## config.mk

```make
export PLATFORM = sky130hd
export DESIGN_NAME = srlatch_pulse_ctrl
export DESIGN_NICKNAME = d
export VERILOG_FILES = /design/src/rtl/srlatch_pulse_ctrl.sv
export SDC_FILE = /design/constraint.sdc
export NUM_CORES = 1
export LEC_CHECK = 0
export ABC_AREA = 1
export CORE_MARGIN = 5
export CORE_UTILIZATION = 30
export DETAILED_ROUTE_END_ITERATION = 8
export SLEW_MARGIN = 10
export SYNTH_ARGS = -nofsm -noshare
export SYNTH_HDL_FRONTEND = slang
export SYNTH_SLANG_ARGS = --single-unit
```

## constraint.sdc

```tcl
create_clock -name clk -period 2.62 [get_ports clk]
set_clock_uncertainty 0.15 [all_clocks]
set_input_delay 0.655 -clock clk [delete_from_list [all_inputs] [get_ports clk]]
set_output_delay 0.655 -clock clk [all_outputs]
set_load 0.05 [all_outputs]
```

## src/rtl/srlatch_pulse_ctrl.sv

```systemverilog
`default_nettype none
// ============================================================================
// Module   : srlatch_pulse_ctrl
// Purpose  : Synchronous driver for the loop-control SR latch brick. Turns the
//            oscillator set request and the comparator reset request into clean
//            fixed-width s / r / rb pulses. Enforces a minimum on-time
//            (leading-edge blanking) and a minimum off-time. Checks the latch q
//            feedback at the end of every pulse and keeps a sticky fault flag.
// Ports    : clk        block clock
//            rst        asynchronous active-high reset (forces the latch clear)
//            CELV/CELG  supply / ground pins, no logic function
//            SUB        substrate pin, no logic function
//            en         loop enable, level
//            set_req    start-of-cycle request, level-sampled
//            reset_req  comparator trip, level-sampled
//            q_fb       latch q feedback
//            s          latch set pulse
//            r          latch reset pulse
//            rb         complement of r
//            fault      sticky feedback-mismatch flag
//            on_state   high while in SET or ON
// Revision : 1.0 - initial release
// ============================================================================
module srlatch_pulse_ctrl #(
  parameter int PW       = 2,
  parameter int TON_MIN  = 4,
  parameter int TOFF_MIN = 3,
  parameter int CW       = 8
) (
  input  logic clk,
  input  logic rst,
  input  logic CELV,
  input  logic CELG,
  input  logic SUB,
  input  logic en,
  input  logic set_req,
  input  logic reset_req,
  input  logic q_fb,
  output logic s,
  output logic r,
  output logic rb,
  output logic fault,
  output logic on_state
);

  localparam logic [1:0] ST_RST = 2'd0;
  localparam logic [1:0] ST_OFF = 2'd1;
  localparam logic [1:0] ST_SET = 2'd2;
  localparam logic [1:0] ST_ON  = 2'd3;

  // Counter load values: a state lasting N cycles loads N-1 and is done at 0.
  localparam logic [CW-1:0] PW_LD   = CW'(PW - 1);
  localparam logic [CW-1:0] TON_LD  = CW'(TON_MIN - 1);
  localparam logic [CW-1:0] TOFF_LD = CW'(TOFF_MIN - 1);

  logic [1:0]    state;
  logic [1:0]    state_nxt;
  logic [CW-1:0] cnt;
  logic [CW-1:0] cnt_nxt;
  logic          fault_nxt;
  logic          done;

  // Power pins carry no logic; gathered here so they are visibly consumed.
  logic unused_pins;
  assign unused_pins = CELV ^ CELG ^ SUB;

  assign done = (cnt == '0);

  always_comb begin
    state_nxt = state;
    fault_nxt = fault;
    cnt_nxt   = done ? cnt : (cnt - CW'(1));
    case (state)
      ST_OFF: begin
        // Disabling the loop while idle is the only in-band way to clear a fault.
        if (!en) begin
          fault_nxt = 1'b0;
        end
        // reset_req dominates a simultaneous set_req; a fault parks us here.
        if (done && en && set_req && !reset_req && !fault) begin
          state_nxt = ST_SET;
          cnt_nxt   = PW_LD;
        end
      end
      ST_SET: begin
        if (done) begin
          if (q_fb) begin
            state_nxt = ST_ON;
            cnt_nxt   = TON_LD;
          end else begin
            fault_nxt = 1'b1;
            state_nxt = ST_RST;
            cnt_nxt   = PW_LD;
          end
        end
      end
      ST_ON: begin
        // Blanking: reset_req and en are only honoured once the count expires.
        if (done && (reset_req || !en)) begin
          state_nxt = ST_RST;
          cnt_nxt   = PW_LD;
        end
      end
      default: begin // ST_RST
        if (done) begin
          if (q_fb) begin
            fault_nxt = 1'b1;
          end
          state_nxt = ST_OFF;
          cnt_nxt   = TOFF_LD;
        end
      end
    endcase
  end

  // Outputs are decoded from the next state so they are registered yet align
  // with the state they describe (set_req in OFF -> s on the very next edge).
  always_ff @(posedge clk or posedge rst) begin
    if (rst) begin
      state    <= ST_RST;
      cnt      <= PW_LD;
      fault    <= 1'b0;
      s        <= 1'b0;
      r        <= 1'b1;
      rb       <= 1'b0;
      on_state <= 1'b0;
    end else begin
      state    <= state_nxt;
      cnt      <= cnt_nxt;
      fault    <= fault_nxt;
      s        <= (state_nxt == ST_SET);
      r        <= (state_nxt == ST_RST);
      rb       <= (state_nxt != ST_RST);
      on_state <= (state_nxt == ST_SET) || (state_nxt == ST_ON);
    end
  end

endmodule
`default_nettype wire

```

# Word level (Yosys, flattened, before mapping)
# Index checks and enable logic that the tools add are counted.
# totals
regBits,15
elab_cells,52
# classes
n_addsub,1
n_eq_ne,8
muxes,19
n_bitwise,1
n_reduce_logical,16
# ops
op,n
2-to-1 mux 8 bit,5
case mux 8 bit (3 select lines),1
2-to-1 mux 2 bit,6
equality test 2 bit (second input constant),4
logical NOT 8 bit,1
subtractor 8 x 1 -> 8 bit (second input constant),1
inequality test 2 bit (second input constant),3
case mux 2 bit (3 select lines),1
AND reduction 6 bit,1
logical AND 1 bit,5
2-to-1 mux 1 bit,5
nonzero test 2 bit,2
logical NOT 1 bit,3
case mux 1 bit (3 select lines),1
nonzero test 3 bit,1
equality test 2 x 1 -> 1 bit (second input constant),1
logical NOT 2 bit,1
logical OR 1 bit,2
inverter 1 bit,1

# Depth between registers and ports, before layout
# depth
depth_word,9
mapped_depth,10
ltp_nobuf,10

# Worst setup path after synthesis
# No wires, ideal clock.
# synth_path
path_type,flip-flop to flip-flop
start,reg cnt[0]
end,reg cnt[0]
setup_time_ns,0.066
arrival_time_ns,1.452
required_time_ns,2.404
path_slack_ns,0.953
stages_incl_launch_ff,10
n_path_buf,0
synth_period_minus_slack_ns,1.667
cell_sequence,dfstp_2 > inv_1 > ha_1 > inv_1 > nor2_1 > nand2_2 > ha_1 > o22ai_1 > inv_1 > nand4_1
# synth_between
elab_chain_len,7
word_cells_on_any_way,13
# synth_rtl
element,line,rtl
from (decl),58,logic [CW-1:0] cnt;
from (signal assigned),129,cnt <= cnt_nxt;
"parallel branches: the longest is 6 deep, another holds subtractor 8 x 1 -> 8 bit",n/a,
case mux 8 bit (3 select lines) *,73,case (state)
via cnt_nxt[0],59,logic [CW-1:0] cnt_nxt;
# Mark *: on every way through the listed nets, which the timed path passes.
# A chain may end at the register's enable or synchronous reset.

# Final worst setup path
# layout_path
start,reg r
end,out r
# layout_rtl
element,line,rtl
from (decl),40,"output logic r,"
from (signal assigned),132,r <= (state_nxt == ST_RST);
# No word-level cell between the ends.

==> flow_summary_export.csv <==
group,metric,value,unit
yosys,ys_top_cells_by_area,"dfrtp_1 37%, nand2_1 7.2%, dfstp_2 6.0%, inv_1 6.0%, ha_1 5.7%",
yosys,netlist-cell-type-count,26,
clocking,cts_resized,0,
route,ant_nets,0,
layout,area_growth,18.7,%
power_and_ir_drop,p_per_area,1180,mW/mm²
route,vias,653,
timing,drv_slew,0,
yosys,avgSynthCellArea,8.65,µm²
layout,final_layout_size_suffix_gt1_frac,0.216,
global_route,grt_pass1_vias,690,
yosys,synth_seq_area_share,0.428,
hold_path,hold_start,"cnt[6]",
yosys,synth_fa_ha_area_frac,0.0567,
layout,nFillCells,284,
timing,worstMarginPinSlew,582,ps
worst_setup_path,cp.required,1810,ps
timing,slew-limit-headroom,0.612,
worst_setup_path,r2r-end,"cnt[0]",
placement,port_buffers,10,
die,ios,14,
yosys,syn-num-nets,115,
timing,setup_tns,0,ps
timing,fmax,0.416,GHz
clocking,cts.sinks,15,
global_route,grt_util_all_layers,0.0836,
worst_setup_path,path_buf_inv,1,
clocking,clock_path_buffers,2,
clocking,postCtsSetupBuffers,0,
clocking,cts_hold_buffers,0,
power_and_ir_drop,clkPwrFrac,0.106,
run,maxCapViolCount,0,
route,viasPerCell,4.44,
yosys,synth_top_family_by_area,"simple AND/OR/NAND/NOR gates",
worst_setup_path,path_max_fanout,1,
layout,multi_input_comb_area,437,µm²
die,die_h,64.2,µm
power_and_ir_drop,seq_power_share,0.353,
layout,final_cell_mix,"17 x nand2_1, 14 x inv_1, 13 x dfrtp_1",
timing,period_needed,2400,ps
timing,rsz0062_at_grt,"no",
clocking,path_clk_slew,90,ps
worst_setup_path,r2r-start,"cnt[0]",
placement,place.gp.congestion,0.914,
global_route,grt_max_degree,16,
route,drtPass1Iterations,4,
global_route,grt_overflow,0,
die,die_w,64.2,µm
die,die-area,0.00412,mm²
hold_path,hold_class,"flop to flop",
layout,regArea,378,µm²
yosys,yosys.area.top_type_share,0.369,
placement,dp_hpwl,1230,µm
outcome,status,"complete, no violations",
yosys,synth_warnings,0,
power_and_ir_drop,switchingPower,571,µW
worst_setup_path,slowest_delay,800,ps
global_route,grt_pass1_wl,2850,µm
power_and_ir_drop,power_frac_comb,0.541,
route,drt_iter0_markers,26,
hold_path,holdPathStages,2,
power_and_ir_drop,p_int,665,µW
die,initial_core_util,0.317,
yosys,yosys.area.top_type,"dfrtp_1",
timing,hold_viol_final,0,
yosys,syn-cell-area,882,µm²
layout,nNetsFinal,130,
layout,layout_commonest_cell,"nand2_1",
worst_setup_path,cp_top_family,"buffers and inverters",
clocking,htree_num_levels,1,
worst_setup_path,path_cells,"clkdlybuf4s50_1",
yosys,synth_simple_gate_area_share,0.373,
die,num_rows,19,
yosys,synth_xor_area_frac,0.00993,
power_and_ir_drop,peakVddDrop,0.000778,V
clocking,root_buffer,"clkbuf_4",
power_and_ir_drop,p_total,1.24,mW
timing,fin_crit_sh,0.918,
clocking,cts_tree,"yes",
route,drc,0,
worst_setup_path,cp.arrival,1600,ps
route,wl,1580,µm
worst_setup_path,end_kind,"output port",
hold_path,hold_end,"cnt[6]",
clocking,insertion_delay,270,ps
worst_setup_path,criticalPathCategory,"flop to output port",
die,core,0.00278,mm²
layout,insertedDiodeCount,0,
global_route,antenna_found_initial,0,
yosys,synth_compound_area_frac,0.0553,
timing,setup_viol,0,
worst_setup_path,reg2regPathDepth,9,
yosys,synthMuxAreaShare,0,
power_and_ir_drop,leakagePower,0.531,nW
yosys,postSynthCellCount,102,
clocking,numCtsBuffers,3,
power_and_ir_drop,p_sw_frac,0.462,
route,post_drt_wl_per_cell,10.7,µm
worst_setup_path,slowest_stage,"clkdlybuf4s50_1",
yosys,ys_seq_elements,15,
worst_setup_path,reg2reg_slack,830,ps
worst_setup_path,cp-start-kind,"flop",
## layout make-up
class,count,area share
Clock buffer,4,0.0251
Inverter,18,0.0645
Multi-Input combinational cell,69,0.417
Sequential cell,15,0.361
Tap cell,31,0.0370
Timing Repair Buffer,10,0.0956
## power by group through the flow
stage / sequential [mW] / clock, mW / combinational [mW]
6_report: 0.437 / 0.131 / 0.669
5_1_grt: 0.452 / 0.153 / 0.747
4_1_cts: 0.438 / 0.139 / 0.679
3_5_place_dp: 0.442 / 0 / 0.673
3_3_place_gp: 0.439 / 0 / 0.666
2_1_floorplan: 0.536 / 0 / 0.427
## registers in the layout, indices dropped and copies added, names as in the netlist
| register | count |
|---|---|
| s | 1 |
| fault | 1 |
| on_state | 1 |
| cnt | 8 |
| state | 2 |
| rb | 1 |
| r | 1 |
## kinds of logic (layout without fill, tap and decap cells)
| group | Yosys count | count (layout) |
|---|---|---|
| simple gates | 55 | 55 |
| xor+xnor | 1 | 1 |
| compound gates | 9 | 9 |
| buf+inv | 18 | 32 |
| fa+ha+maj | 4 | 4 |
| flops | 15 | 15 |
## synthesized netlist by cell type, drive strengths merged
library cell,n
nand2,23
inv,18
nor2,15
dfrtp,13
nand3,8
a21oi,5
ha,4
nor3,4
dfstp,2
o21ai,2
and3,1
nand4,1
nor2b,1
nor3b,1
o21a,1
o22ai,1
or2,1
xor2,1
## through the flow
stage	instance area [µm²]	utilization	worst slack (ps)	std cells	hold slack (ps)
floorplan	882	-	953	102	369
global placement	1020	0.367	517	143	383
detailed placement	1020	0.367	520	143	384
CTS	1050	0.377	195	147	412
global route	1050	0.377	154	147	454
finish	1050	0.377	215	147	410
## worst max path at each step
stage	start	end	slack, ps	cells after the start
2_1_floorplan	cnt[0]	cnt[0]	950	9
3_3_place_gp	r	r	520	1
3_5_place_dp	r	r	520	1
4_1_cts	r	r	200	1
5_1_grt	r	r	150	1
6_report	r	r	220	1
## metal layers
layer  track usage  vias up  wire, µm
met5             0        -         0
met4        0.0153        0         0
met3        0.0280        0        78
met2         0.142       11       804
met1         0.104      292       693
li1              -      350         -
## worst register-to-register path, delay by kind of cell (launching register included)
kind / cells / cell delay [ps]
simple gates: 3 / 370
flops: 1 / 390
fa+ha+maj: 2 / 490
buf+inv: 3 / 200
compound gates: 1 / 130
Note: power is estimated with default switching activity, not from simulation.
==> edit: new RTL, same flow settings <==
Set the parameter `CW` to 16 (it was 8).
--- a/src/rtl/srlatch_pulse_ctrl.sv
+++ b/src/rtl/srlatch_pulse_ctrl.sv
@@ -25,7 +25,7 @@
   parameter int PW       = 2,
   parameter int TON_MIN  = 4,
   parameter int TOFF_MIN = 3,
-  parameter int CW       = 8
+  parameter int CW       = 16
 ) (
   input  logic clk,
   input  logic rst,
Formal check against the unedited RTL: no difference found for any inputs over 10 cycles, from zero or initial values and one cycle with rst high; that may be too few to reach the edited logic, so the function may still have changed.
==> edit against the original RTL <==
  * Worst hold slack worse by 55 ps
  * Register-to-register slack worse by 300 ps
  * Clock power up 67%
  * First-iteration DRC count up 23%
  * Synthesized cell count up 50%
  * Routed wire length up 43%
  * Worst setup slack better by 17 ps
  * Largest cell class unchanged
  * Power up 40%
  * Cell area up 41%
  * Area after synthesis up 42%
  * Sequential cell count up 8
  * Global-route usage up 1.0 points
  * Die area up 35%
==> edit: results (changes against the original RTL) <==
[outcome]
status=completed  ; unchanged

[cells_and_area]
clk_share_pct=3.15  ; was 2.51%
nets=181  ; was 130
num-nonclk-inverters=21  ; was 18
drive_gt1_share_pct=13.7  ; was 21.6%
syn_to_final_growth_pct=17.2  ; was 18.7%
num-fill-cells=437  ; was 284
buffers=11  ; was 10
final-seq-area_um2=578  ; was 378 um^2
multi_input_area_share_pct=40.6  ; was 41.7%

[logic_synthesis]
yosysUniqueCellTypes=22  ; was 26
yosys-top-cells-count=nor2_1, nand2_1, dfrtp_1  ; was nand2_1, inv_1, dfrtp_1
yosys-top-cells-area=dfrtp_1, nor2_1, nand2_1  ; was dfrtp_1, nand2_1, dfstp_2
avgSynthCellArea_um2=8.20  ; was 8.65 um^2
syn-num-nets=165  ; was 115
synth.top_cell.area_share_pct=41.9  ; was 36.9%
yosysSeqAreaShare_pct=46.1  ; was 42.8%

[place]
pre_cts_ws_ps=483  ; was 520 ps
hpwl_um=1720  ; was 1230 um
gp_congestion=0.804  ; was 0.914
place_area_um2=1430  ; was 1020 um^2

[power]
power.internal_uw=945  ; was 665 uW
p_leak_nw=0.695  ; was 0.531 nW
vdd_drop_max_v=0.000596  ; was 0.000778 V

[setup_path]
crit_arrival_ps=1580  ; was 1600 ps
reg2reg_setup_slack_ps=530  ; was 830 ps
worstRegToRegCells=11  ; was 9

[global_route]
grt_first_pass_wirelength_um=4110  ; was 2850 um
met1_usage_pct=12.7  ; was 10.4%
grt_pass1_vias=924  ; was 690
met2_usage_pct=14.8  ; was 14.2%
grt_use_met3_pct=3.20  ; was 2.80%
grt_use_total_pct=9.40  ; was 8.36%

[min_path]
hold_start=cnt[13]$_DFF_PP0_  ; was cnt[6]$_DFF_PP0_
min_to=cnt[13]$_DFF_PP0_  ; was cnt[6]$_DFF_PP0_
hold_depth=1  ; was 2

[routing]
drtIter0Drc=32  ; was 26
met2_length_um=961  ; was 804 um
vias=966  ; was 653
met1Wirelength_um=1200  ; was 693 um
wl_met3_um=88  ; was 78 um
drt-total-wl_um=2260  ; was 1580 um
top_layer=met4  ; was met3

[timing]
max_slew_margin_pct=66.3  ; was 61.2%

[edit: worst max path at each step]
stage,depth (start not counted),slack [ps],from,to
6_report,1,230,r$_DFF_PP1_,r
5_1_grt,1,170,r$_DFF_PP1_,r
4_1_cts,1,220,r$_DFF_PP1_,r
3_5_place_dp,7,480,en,s$_DFF_PP0_
3_3_place_gp,8,490,en,rb$_DFF_PP0_
2_1_floorplan,11,740,cnt[0]$_DFF_PP1_,cnt[0]$_DFF_PP1_
[edit: kinds of logic after synthesis]
logic type | synth area share, %
AO/OA/AOI/OAI | 4.99
adder cells (fa/ha/maj) | 2.99
XOR/XNOR | 6.98
buffers and inverters | 6.28
AND/OR/NAND/NOR | 32.7
flip-flops | 46.1
[edit: power by group through the flow]
stage | sequential [mW] | clock (mW) | combinational, mW
after floorplan | 0.747 | 0 | 0.585
after global placement | 0.679 | 0 | 0.831
after detailed placement | 0.684 | 0 | 0.836
after CTS | 0.678 | 0.228 | 0.840
after global routing | 0.700 | 0.247 | 0.961
final | 0.677 | 0.219 | 0.834
